===== src/rtl/relu_maxpool2_col.sv =====
// rtl/relu_maxpool2_col.sv - optional ReLU (MAXPOOL_RELU_EN) + 2x2 max-pool over pairs of FP16 columns
module relu_maxpool2_col #(
    parameter int  DATA_WIDTH     = 16,
    parameter int  INPUT_COL_SIZE = 10,
    parameter int  NUM_COLS       = 10,
    localparam int OUT_COL_SIZE   = INPUT_COL_SIZE / 2
) (
    input  logic                                      clk,
    input  logic                                      rst,
    input  logic                                      clear,
    input  logic                                      valid_in,
    input  logic [INPUT_COL_SIZE-1:0][DATA_WIDTH-1:0] input_column,
    output logic [OUT_COL_SIZE-1:0][DATA_WIDTH-1:0]   output_column,
    output logic                                      valid_out,
    output logic                                      last_out
);

    localparam int CNT_W = (NUM_COLS > 2) ? $clog2(NUM_COLS) : 1;
    localparam logic [CNT_W-1:0] LAST_COL = CNT_W'(NUM_COLS - 1);
    localparam logic [DATA_WIDTH-1:0] SIGN_ONLY = {1'b1, {(DATA_WIDTH-1){1'b0}}};

    typedef enum logic {S_FIRST, S_SECOND} state_t;

    state_t                                  r_state;
    logic [CNT_W-1:0]                        r_col_cnt;
    logic [OUT_COL_SIZE-1:0][DATA_WIDTH-1:0] r_hold;
    logic [OUT_COL_SIZE-1:0][DATA_WIDTH-1:0] w_vmax;
    logic [OUT_COL_SIZE-1:0][DATA_WIDTH-1:0] w_pool;

`ifdef MAXPOOL_RELU_EN
    function automatic logic [DATA_WIDTH-1:0] act(input logic [DATA_WIDTH-1:0] x);
        return x[DATA_WIDTH-1] ? '0 : x;
    endfunction

    // Post-ReLU values are non-negative, so a plain unsigned compare orders them.
    function automatic logic [DATA_WIDTH-1:0] fp_max(input logic [DATA_WIDTH-1:0] a,
                                                     input logic [DATA_WIDTH-1:0] b);
        return (b > a) ? b : a;
    endfunction
`else
    function automatic logic [DATA_WIDTH-1:0] act(input logic [DATA_WIDTH-1:0] x);
        return x;
    endfunction

    // Map sign-magnitude onto a monotonic unsigned key; -0 folds onto +0.
    function automatic logic [DATA_WIDTH-1:0] fp_key(input logic [DATA_WIDTH-1:0] x);
        if (x == SIGN_ONLY)
            return SIGN_ONLY;
        else if (x[DATA_WIDTH-1])
            return ~x;
        else
            return x ^ SIGN_ONLY;
    endfunction

    function automatic logic [DATA_WIDTH-1:0] fp_max(input logic [DATA_WIDTH-1:0] a,
                                                     input logic [DATA_WIDTH-1:0] b);
        return (fp_key(b) > fp_key(a)) ? b : a;
    endfunction
`endif

    always_comb begin
        w_vmax = '0;
        w_pool = '0;
        for (int k = 0; k < OUT_COL_SIZE; k++) begin
            w_vmax[k] = fp_max(act(input_column[2*k]), act(input_column[2*k+1]));
            w_pool[k] = fp_max(r_hold[k], w_vmax[k]);
        end
    end

    always_ff @(posedge clk or negedge rst) begin
        if (!rst) begin
            r_state       <= S_FIRST;
            r_col_cnt     <= '0;
            r_hold        <= '0;
            output_column <= '0;
            valid_out     <= 1'b0;
            last_out      <= 1'b0;
        end else begin
            valid_out <= 1'b0;
            last_out  <= 1'b0;
            if (clear) begin
                r_state   <= S_FIRST;
                r_col_cnt <= '0;
            end else if (valid_in) begin
                r_col_cnt <= (r_col_cnt == LAST_COL) ? '0 : r_col_cnt + CNT_W'(1);
                case (r_state)
                    S_FIRST: begin
                        r_hold  <= w_vmax;
                        r_state <= S_SECOND;
                    end
                    default: begin
                        output_column <= w_pool;
                        valid_out     <= 1'b1;
                        last_out      <= (r_col_cnt == LAST_COL);
                        r_state       <= S_FIRST;
                    end
                endcase
            end
        end
    end

endmodule


===== config.mk =====
export PLATFORM = sky130hd
export DESIGN_NAME = relu_maxpool2_col
export DESIGN_NICKNAME = d
export VERILOG_FILES = /design/src/rtl/relu_maxpool2_col.sv
export SDC_FILE = /design/constraint.sdc
export NUM_CORES = 1
export LEC_CHECK = 0
export ABC_AREA = 0
export BUFFER_PORTS_ARGS = -buffer_cell sky130_fd_sc_hd__buf_2
export CORE_ASPECT_RATIO = 0.8
export CORE_MARGIN = 1.5
export CORE_UTILIZATION = 50
export CTS_CLUSTER_DIAMETER = 60
export DETAILED_ROUTE_END_ITERATION = 7
export PLACE_DENSITY_LB_ADDON = 0.3
export SETUP_SLACK_MARGIN = 0.2
export SYNTH_ARGS = -nofsm -noshare
export SYNTH_HDL_FRONTEND = slang
export SYNTH_SLANG_ARGS = --single-unit

===== constraint.sdc =====
create_clock -name clk -period 4.1 [get_ports clk]
set_clock_uncertainty 0.1 [all_clocks]
set_input_delay 0.82 -clock clk [delete_from_list [all_inputs] [get_ports clk]]
set_output_delay 0.82 -clock clk [all_outputs]
set_load 0.05 [all_outputs]

==> results of run 1 <==
-- per-stage QoR --
stage | util, % | TNS [ps] | setup WS, ps
2_1_floorplan | - | -125290 | -1680
3_5_place_dp | 67.0 | -165610 | -2270
3_3_place_gp | 67.0 | -154990 | -2180
4_1_cts | 74.1 | -101280 | -1370
6_report | 78.3 | -129140 | -1840
5_1_grt | 78.3 | -137550 | -1880
-- cell usage in the layout (no fill, tap or decap), drive strengths merged, types with 6 or more instances in the layout --
master and count:
buf 753, nand2 212, xor2 195, nor2 190, ha 182, dfrtp 167
a21oi 151, mux2i 137, o21ai 77, inv 70, nor2b 61, a22oi 48
nor4 44, nand4 35, o221ai 32, and2 23, clkbuf 22, or3 19
xnor2 16, a21o 15, nand2b 14, o211ai 11, and3 10, or2 10
nand3 9, nor3 7, a211oi 7, o21a 7, a211o 6
-- where the power goes --
group	switching, mW	internal [mW]	total [mW]
logic	4.51	2.99	7.50
registers	0.595	2.23	2.82
clock network	0.774	0.852	1.63
total	5.88	6.06	11.9
-- worst max-delay path: stages --
cell,delay [ps]
buf_6,100
nor4_4,370
nand4_1,270
nor2_4,260
clkbuf_16,190
nor2_1,50
ha_1,370
buf_4,140
nand4_1,140
or3_4,420
inv_2,100
or2_4,160
mux2i_4,260
inv_2,80
ha_4,170
o21a_4,150
a21oi_2,120
ha_1,180
buf_4,130
a41o_1,190
a21oi_1,60
o41ai_1,570
nor3b_2,120
o21a_2,270
clkbuf_4,200
a22oi_1,200
o21ai_2,80
-- area by class of cell --
cell class	count	area share [%]
inverters	64	0.979
clock inverters	15	0.592
diodes	1	0.0102
well taps	420	2.14
multi-input cells	1563	54.0
repair buffers	758	23.5
flip-flops and latches	167	17.0
clock buffers	17	1.73
-- final timing paths --
kind	startpoint	end	slack, ps	cells after the start
hold reg to reg	output_column[50]	output_column[50]	390	2
min in group clk	output_column[50]	output_column[50]	390	2
max in group asynchronous	rst	r_hold[67]	2710	2
setup reg to reg	r_hold[46]	output_column[39]	10	16
setup / recovery	input_column[154]	output_column[69]	-1840	27
hold / removal	rst	r_hold[7]	220	1
-- cells by family after synthesis --
kind of cell / after synthesis / share of synthesized area (%)
xor gates and xnor gates: 211 / 11.7
buffers and inverters: 176 / 4.46
and+or+nand+nor: 654 / 19.6
muxes: 137 / 8.65
AOI/OAI and AO/OA: 377 / 14.9
DFF: 167 / 26.4
adders and majority gates: 182 / 14.4
-- layer usage --
metal  track usage, %  routed length, um  up-vias
met5                0                 16        -
met4             13.7               3530        2
met3             6.64               6180      337
met2             56.6              29600     1193
met1             46.2              25200     8775
li1                 -                  -     8073
-- state kept, by name, summed over array words and instances (netlist names) --
name and cells:
last_out 1, valid_out 1, output_column 80, r_hold 80
r_col_cnt 4, r_state 1
-- what timing repair did --
action	4_1_cts	5_1_grt
resized for setup	224	207
setup buffers	58	26
endpoints found under the setup margin	95	128
gates cloned	8	3
pin swaps	114	105
==> summary.md, run 1 <==
| Metric | Value |
|---|---|
| Placed cell area | `0.0210 mm^2` |
| RSZ-0062 raised after global routing | `true` |
| Final WS setup | `-1840 ps` |
| Dominant cell type by area after synthesis | `dfrtp_1` |
| Post-route cell area | `0.0245 mm^2` |
| CTS Sinks | `167` |
| Syn Inst Count | `1904` |
| Fin nets | `slightly below 3000` |
| Critical path data arrival time | `6170 ps` |
| Crit. End Element | `flip-flop` |
| Share of cells above drive strength 1 | `43.4%` |
| Max Clk Rate | `0.168 GHz` |
| CP Max Fanout | `6` |
| GP Congestion | `between 0.9 and 1` |
| H-tree depth | `4` |
| Cell Count, Final, Fillers Out | `roughly 3000` |
| Hold Violations, Final | `0` |
| Ys Warns | `0` |
| Overall power | `~12 mW` |
| Reg area | `~0.0042 mm^2` |
| Synth Flop Type | `dfrtp_1` |
| Die W | `202 um` |
| Placed cells | `2877` |
| Std cell rows | `58` |
| Worst setup path category | `in -> reg` |
| Routed Wire Length | `64.5 mm` |
| Worst-Margin Slew | `1030 ps` |
| Post-DP HPWL | `approximately 40 mm` |
| Hold buffers post-CTS | `0` |
| PD cells | `487 mW/mm^2` |
| Initial antenna violation count | `3` |
| Die Footprint | `between 0.03 and 0.04 mm^2` |
| Worst hold path class | `in -> async` |
| Maximum VDD drop | `0.526 mV` |
| Final Hold Slack | `220 ps` |
| Clock Latency Late Sink | `roughly 440 ps` |
| # setup viols final | `80` |
| Slew HR | `31.6%` |
| Failing checks | `negative setup slack` |
| Vias per Instance | `6.12` |
| Clk pin slew, worst setup/hold paths | `70 ps` |
| EDFF count, synth | `0` |
| Syn Nets | `2250` |
| TritonCTS clock tree | `yes` |
| Synthesis-stage register bit count | `approximately 170` |
| IO Count | `246` |
| Top-count cell post-synth | `nand2_1` |
| Fillers | `1919` |
| Leak | `11.8 nW` |
| Syn avg cell area | `8.33 um^2` |
| CTS buffer count | `17` |
| Post-synth top area share | `26.4%` |
| Clock Path Buffers | `2` |
| Final Max Slew Viols | `0` |
| CTS root buf | `clkbuf_16` |
| Multi-input logic area | `0.0132 mm^2` |
| Most instantiated cells after synthesis | `nand2_1 (212), xor2_1 (195), nor2_1 (190)` |
| Vias | `18400` |
| DR iter-0 viols | `2017` |
| Post-Synthesis Cell Area | `roughly 0.016 mm^2` |
| Worst Path Required | `roughly 4300 ps` |
| Top cells by area, synth | `dfrtp_1 (26%), ha_1 (14%), xor2_1 (11%), mux2i_1 (8.7%), nand2_1 (5.0%)` |
| First-pass GRT wire length | `approximately 93 mm` |
| Ys async rst share | `between 90% and 100%` |
| Synth unique cells | `54` |
| Antenna Nets Post-Route | `0` |
| GR Util All Layers | `between 30% and 40%` |
| Pin count of the biggest net entering global routing | `97` |
| Core ar. | `0.0314 mm^2` |
| Die height | `162 um` |
| Initial Util | `50.6%` |
| Post-route DRC | `0` |
| Wire per inst | `21.5 um` |
| Tcrit/Tclk final | `145%` |
| Number of port buffers | `245` |
| Layout area overhead | `54.8%` |
| Setup crit start kind | `input pin` |
| Global route overflow | `0` |
| Register area share after synthesis | `26.4%` |
| Maxcap violations | `0` |
| Pre-antenna DRT Iters | `8` |
| Number of global-route vias before repair | `17900` |
| Fin crit period | `5940 ps` |
| Outcome | `complete, but fails checks` |
Power figures use the tool's default switching activity.
==> run 2, diff against run 1 <==
--- a/config.mk
+++ b/config.mk
@@ -6,12 +6,12 @@
 export NUM_CORES = 1
 export LEC_CHECK = 0
 export ABC_AREA = 0
-export BUFFER_PORTS_ARGS = -buffer_cell sky130_fd_sc_hd__buf_2
 export CORE_ASPECT_RATIO = 0.8
 export CORE_MARGIN = 1.5
 export CORE_UTILIZATION = 50
 export CTS_CLUSTER_DIAMETER = 60
 export DETAILED_ROUTE_END_ITERATION = 7
+export DONT_BUFFER_PORTS = 1
 export PLACE_DENSITY_LB_ADDON = 0.3
 export SETUP_SLACK_MARGIN = 0.2
 export SYNTH_ARGS = -nofsm -noshare
==> constraint.sdc (replaced) <==
create_clock -name clk -period 4.1 [get_ports clk]
set_clock_uncertainty 0.1 [all_clocks]
set_input_delay 0.615 -clock clk [delete_from_list [all_inputs] [get_ports clk]]
set_output_delay 0.615 -clock clk [all_outputs]
set_load 0.05 [all_outputs]
==> run 2 against run 1 <==
Net effect:
- the flow finishes with violations (negative hold slack, negative setup slack)
- die area is the same
- non-clock buffer count fell by 501
- wire length decreased by 22%
- sequential share of layout area rose by 3.3 points
- global-route usage shrank 5.7 points
- hold slack worse by 460 ps
- worst setup slack improved by 620 ps
- critical endpoint is now output_column[73]
- clock power about the same
- maximum frequency rose by 12%
- register-to-register slack better by 270 ps
- sequential power is 53% higher
==> summary.md, run 2 (synthesized netlist as in run 1, its figures left out) <==
| Metric | Value |
|---|---|
| CTS root buf | `clkbuf_16` |
| Post-route cell area | `0.0205 mm^2 (-16%)` |
| Core ar. | `0.0314 mm^2 (unchanged)` |
| Final Max Slew Viols | `0 (unchanged)` |
| Clock Path Buffers | `2 (unchanged)` |
| Global route overflow | `0 (unchanged)` |
| Std cell rows | `58 (unchanged)` |
| Layout area overhead | `29.5%` |
| Clk pin slew, worst setup/hold paths | `70 ps (about the same)` |
| Worst Path Required | `4330 ps (about the same)` |
| Clock Latency Late Sink | `440 ps (about the same)` |
| Worst hold path class | `in -> async` |
| Worst-Margin Slew | `992 ps (-33.6 ps)` |
| Final Hold Slack | `-240 ps (-461 ps)` |
| Slew HR | `33.8% (+2.2 points)` |
| Hold Violations, Final | `167 (+167)` |
| Placed cell area | `0.0181 mm^2 (-14%)` |
| Routed Wire Length | `50.4 mm (-22%)` |
| Share of cells above drive strength 1 | `26.1% (-17 points)` |
| Initial antenna violation count | `0 (-3)` |
| Number of global-route vias before repair | `14600 (-19%)` |
| Reg2reg start | `r_hold[66]` |
| Leak | `9.41 nW (-21%)` |
| CTS Sinks | `167 (unchanged)` |
| GP Congestion | `0.968 (+3.4%)` |
| Initial Util | `50.6% (unchanged)` |
| Pre-CTS WS | `-1740 ps (+526 ps)` |
| Reg area | `0.00418 mm^2 (unchanged)` |
| GR Util All Layers | `29.3% (-5.7 points)` |
| Worst setup path category | `in -> reg` |
| Most common cell after layout, fill and taps aside | `buf_4` |
| Post-route DRC | `0 (unchanged)` |
| Crit. Startpoint | `input_column[153]` |
| Number of port buffers | `0 (-100%)` |
| Outcome | `complete, but fails checks` |
| IO Count | `246 (unchanged)` |
| Failing checks | `negative hold slack, negative setup slack` |
| Die Footprint | `0.0328 mm^2 (unchanged)` |
| RSZ-0062 raised after global routing | `true` |
| Fin crit period | `5320 ps (-616 ps)` |
| Overall power | `10.5 mW (-12%)` |
| Fin nets | `2416 (-17%)` |
| TritonCTS clock tree | `yes` |
| Die W | `202 um (unchanged)` |
| First-pass GRT wire length | `76.8 mm (-17%)` |
| Vias | `14900 (-19%)` |
| Setup tns final | `-87170 ps (+41970 ps)` |
| Antenna Nets Post-Route | `0 (unchanged)` |
| Multi-input logic area | `0.0127 mm^2 (-4.0%)` |
| Tcrit/Tclk final | `130% (-15 points)` |
| Final WS setup | `-1220 ps (+616 ps)` |
| CP Max Fanout | `7 (+1)` |
| Diodes inserted | `0 (-1)` |
| Maximum VDD drop | `0.478 mV (-9.0%)` |
| Setup crit start kind | `input pin` |
| DR iter-0 viols | `1169 (-42%)` |
| CTS buffer count | `17 (unchanged)` |
| Fillers | `2497 (+30%)` |
| # setup viols final | `80 (unchanged)` |
| Post-DP HPWL | `36.2 mm (-8.5%)` |
| Pin count of the biggest net entering global routing | `168 (+73%)` |
| Vias per Instance | `5.96 (-2.6%)` |
| Maxcap violations | `0 (unchanged)` |
| Critical path data arrival time | `5550 ps (-620 ps)` |
| Most frequent cells in the layout | `buf_4 (203), nand2_1 (201), xor2_1 (195)` |
| Pre-antenna DRT Iters | `7 (-1)` |
| Max Clk Rate | `0.188 GHz (+12%)` |
| PD cells | `512 mW/mm^2 (+5.2%)` |
| Cell Count, Final, Fillers Out | `2502 (-17%)` |
| Placed cells | `2419 (-16%)` |
| Die height | `162 um (unchanged)` |
| H-tree depth | `4 (unchanged)` |
| Post-layout util | `65.5% (-13 points)` |
| Biggest regs | `output_column: 80 flops, r_hold: 80 flops, r_col_cnt: 4 flops` |
| Crit. End Element | `flip-flop` |
| Wire per inst | `20.1 um (-6.2%)` |
run 2: cell type report:
cell class / instances / area share, %
multi-input cells: 1563 / 62.0
flip-flops and latches: 167 / 20.4
repair buffers: 257 / 11.1
well taps: 420 / 2.56
clock buffers: 18 / 2.14
inverters: 64 / 1.17
clock inverters: 13 / 0.658
run 2: final timing paths:
| check | end | slack (ps) | depth (start not counted) |
|---|---|---|---|
| worst max-delay path | output_column[73] | -1220 | 27 |
| worst min-delay path | output_column[7] | -240 | 0 |
| worst max register to register | output_column[73] | 280 | 12 |
| worst min register to register | r_hold[14] | 440 | 2 |
| max in group asynchronous | r_hold[26] | 3820 | 0 |
| min in group clk | r_col_cnt[1] | 120 | 1 |
run 2: worst max-delay path: stages:
cell and delay (ps):
nor4_4 360, nand4_1 220, nor2_4 220, buf_6 130, buf_8 110, nor2_4 50, ha_4 270, and4_4 240
nand2_4 60, a211oi_4 270, a311oi_4 90, or2_4 300, buf_6 130, a21oi_4 180, ha_4 170, o21a_4 190
buf_6 120, a21oi_4 30, ha_4 280, nand3_4 70, or4_4 550, a21oi_2 140, nor3b_2 70, o21a_2 270
buf_6 160, a22oi_2 150, o21ai_2 70
run 2: repair_timing:
item / 4_1_cts / 5_1_grt
endpoints found under the setup margin: 80 / 80
pin swaps: 56 / 83
buffers inserted: 28 / 14
hold endpoints to repair: 167 / 167
gates resized for setup: 103 / 171
cloned: 6 / 4
run 2: report_power, final:
group,internal [mW],switching [mW]
registers,2.19,2.13
clock network,0.867,0.743
logic,2.32,2.26
total,5.38,5.14
run 2: metal layers:
| metal | vias up | routed length [um] | global-route usage (%) |
|---|---|---|---|
| met5 | - | 0 | 0 |
| met4 | 0 | 1060 | 8.65 |
| met3 | 72 | 3530 | 7.32 |
| met2 | 453 | 23300 | 45.4 |
| met1 | 7302 | 22500 | 40.2 |
| li1 | 7073 | - | - |
==> run 3, diff against run 2 <==
==> constraint.sdc (replaced) <==
create_clock -name clk -period 4.1 [get_ports clk]
set_clock_uncertainty 0.1 [all_clocks]
set_input_delay 0.82 -clock clk [delete_from_list [all_inputs] [get_ports clk]]
set_output_delay 0.82 -clock clk [all_outputs]
set_load 0.05 [all_outputs]
==> run 3 against run 2 <==
Net effect:
- the flow still finishes with violations (negative hold slack, negative setup slack)
- clock power is 5% higher
- register-to-register slack better by 30 ps
- hold slack better by 210 ps
- die area stayed put
- sequential share of layout area is 0.70 points lower
- sequential cell count stayed put
- utilization is 2.3 points higher
- sequential power hardly changed
- wire length is 2.9% higher
- critical path depth stayed put
- non-clock buffer count is 40 higher
- critical endpoint is now output_column[67]
==> summary.md, run 3 (synthesized netlist as in run 1, its figures left out) <==
| Metric | Value |
|---|---|
| GR Util All Layers | `30.4% (+1.1 points)` |
| Global route overflow | `0 (unchanged)` |
| Routed Wire Length | `51.9 mm (+2.9%)` |
| Pre-antenna DRT Iters | `5 (-2)` |
| PD cells | `507 mW/mm^2 (-1.1%)` |
| Fin nets | `2456 (+1.7%)` |
| Failing checks | `negative hold slack, negative setup slack` |
| Worst setup path category | `in -> reg` |
| Maximum VDD drop | `0.430 mV (-10%)` |
| Reg2reg end | `output_column[67]` |
| Reg2Reg Setup Slack | `310 ps (+30 ps)` |
| Worst-Margin Slew | `935 ps (-57.1 ps)` |
| Clk pin slew, worst setup/hold paths | `70 ps (about the same)` |
| Die W | `202 um (unchanged)` |
| CP Max Fanout | `7 (unchanged)` |
| Worst hold path class | `in -> async` |
| Final Hold Slack | `-33.6 ps (+207 ps)` |
| Die Footprint | `0.0328 mm^2 (unchanged)` |
| Vias | `15100 (+1.5%)` |
| R2R depth | `12 (unchanged)` |
| Vias per Instance | `5.95 (-0.15%)` |
| Wire per inst | `20.4 um (+1.3%)` |
| Fillers | `2405 (-3.7%)` |
| # setup viols final | `80 (unchanged)` |
| Setup tns final | `-101330 ps (-14160 ps)` |
| Setup crit start kind | `input pin` |
| Maxcap violations | `0 (unchanged)` |
| Critical path data arrival time | `5790 ps (+240 ps)` |
| Std cell rows | `58 (unchanged)` |
| IO Count | `246 (unchanged)` |
| Layout area overhead | `34.1%` |
| Diodes inserted | `0 (unchanged)` |
| Crit. End Element | `flip-flop` |
| Number of global-route vias before repair | `15100 (+3.6%)` |
| Clock Latency Late Sink | `450 ps (about the same)` |
| Most common cell after layout, fill and taps aside | `buf_4` |
| Outcome | `complete, but fails checks` |
| Post-DP HPWL | `36.7 mm (+1.2%)` |
| RSZ-0062 raised after global routing | `true` |
| Pin count of the biggest net entering global routing | `168 (unchanged)` |
| Number of port buffers | `0 (unchanged)` |
| Reg2reg start | `r_hold[67]` |
| Initial antenna violation count | `1 (+1)` |
| H-tree depth | `4 (unchanged)` |
| Final Max Slew Viols | `0 (unchanged)` |
| Hold Violations, Final | `28 (-83%)` |
| Post-route DRC | `0 (unchanged)` |
| Fin crit period | `5570 ps (+252 ps)` |
| CP Capture Point | `output_column[67]` |
| Biggest regs | `output_column: 80 flops, r_hold: 80 flops, r_col_cnt: 4 flops` |
| Final WS setup | `-1470 ps (-252 ps)` |
| Die height | `162 um (unchanged)` |
| Leak | `9.71 nW (+3.2%)` |
| TritonCTS clock tree | `yes` |
| Initial Util | `50.6% (unchanged)` |
| Max Clk Rate | `0.179 GHz (-4.5%)` |
| Crit. Startpoint | `input_column[153]` |
| Share of cells above drive strength 1 | `30.0% (+3.9 points)` |
| Clock Path Buffers | `2 (unchanged)` |
| Worst Path Required | `4320 ps (about the same)` |
| Tcrit/Tclk final | `136% (+6.1 points)` |
| CTS Sinks | `167 (unchanged)` |
| Antenna Nets Post-Route | `0 (unchanged)` |
| GP Congestion | `0.954 (-1.4%)` |
| CTS root buf | `clkbuf_16` |
| First-pass GRT wire length | `79.8 mm (+3.8%)` |
| Slew HR | `37.7% (+3.8 points)` |
| Core ar. | `0.0314 mm^2 (unchanged)` |
| DR iter-0 viols | `1071 (-8.4%)` |
| Most frequent cells in the layout | `buf_4 (232), nand2_1 (199), xor2_1 (195)` |
| CTS buffer count | `17 (unchanged)` |
-- run 3: cell types whose count changed in the layout (fill, tap and decap cells not counted), moves of 6 or more --
cell / previous run / this run
buf_6: 38 / 48
ha_1: 158 / 144
nor2b_1: 57 / 44
o21ai_0: 20 / 14
a21oi_1: 138 / 132
ha_4: 21 / 30
nor2b_2: 1 / 7
buf_4: 203 / 232
nor2b_4: 3 / 10
nor4_4: 14 / 20
-- run 3: critical path, cell delays in order --
cell and delay [ps]:
nor4_4 370, nand4_1 260, nor2_4 190, buf_6 110, buf_6 90, buf_12 110, nor2_1 50, ha_1 310
and4_4 260, nand2_4 70, a211oi_4 230, a311oi_4 60, or2_4 300, buf_6 130, a21oi_4 180, ha_4 180
o21a_4 210, a21oi_2 60, ha_1 310, nand3_2 120, or4_4 530, a21oi_4 150, nor3b_2 70, o21a_2 260
buf_6 160, a22oi_2 130, o21ai_2 70
-- run 3: final cells by class --
| class | instances | area, um^2 | area share, % |
|---|---|---|---|
| multi-input combinational | 1563 | 13100 | 61.5 |
| clock buffer | 19 | 433 | 2.04 |
| sequential | 167 | 4180 | 19.7 |
| timing repair buffer | 297 | 2650 | 12.5 |
| clock inverter | 13 | 160 | 0.753 |
| tap | 420 | 526 | 2.47 |
| inverter | 64 | 240 | 1.13 |
-- run 3: metal layers --
metal  GRT usage, %  routed length [um]  vias to the layer above
met3           6.86                3610                       88
li1               -                   -                     7147
met4           8.85                1260                        2
met1           41.9               23100                     7397
met5              0                  13                        -
met2           47.7               23900                      487
-- run 3: repair_timing --
| item | CTS | global route |
|---|---|---|
| hold endpoints to repair | 167 | 153 |
| resized for setup | 203 | 146 |
| cloned | 8 | 1 |
| endpoints found under the setup margin | 89 | 88 |
| pin swaps | 86 | 116 |
| buffers inserted | 53 | 23 |
-- run 3: how the worst min path moves through the flow --
stage / start / endpoint / cells after the start / slack (ps)
6_report: rst / r_hold[10] / 0 / -30
5_1_grt: rst / output_column[9] / 0 / -50
4_1_cts: rst / r_hold[2] / 0 / -40
3_5_place_dp: r_hold[46] / output_column[46] / 2 / 420
3_3_place_gp: r_hold[62] / r_hold[62] / 2 / 410
2_1_floorplan: r_hold[14] / r_hold[14] / 2 / 390
-- run 3: where the power goes --
| part | internal (mW) | switching (mW) | leakage (nW) |
|---|---|---|---|
| combinational | 2.43 | 2.32 | 7.47 |
| clock | 0.919 | 0.769 | 0.281 |
| sequential | 2.19 | 2.13 | 1.96 |
| total | 5.54 | 5.22 | 9.71 |
-- run 3: metrics by stage --
stage                     cell area, um^2  utilization (%)  setup WS [ps]  power (mW)  cells
after floorplan                     16600                -          -1680        6.94   1904
after global placement              18100             57.9          -1990        7.94   2426
after detailed placement            18100             57.9          -2000        8.11   2426
after CTS                           20200             64.5          -1220        10.3   2519
after global routing                21300             67.8          -1580        11.4   2543
final                               21300             67.8          -1470        10.8   2543
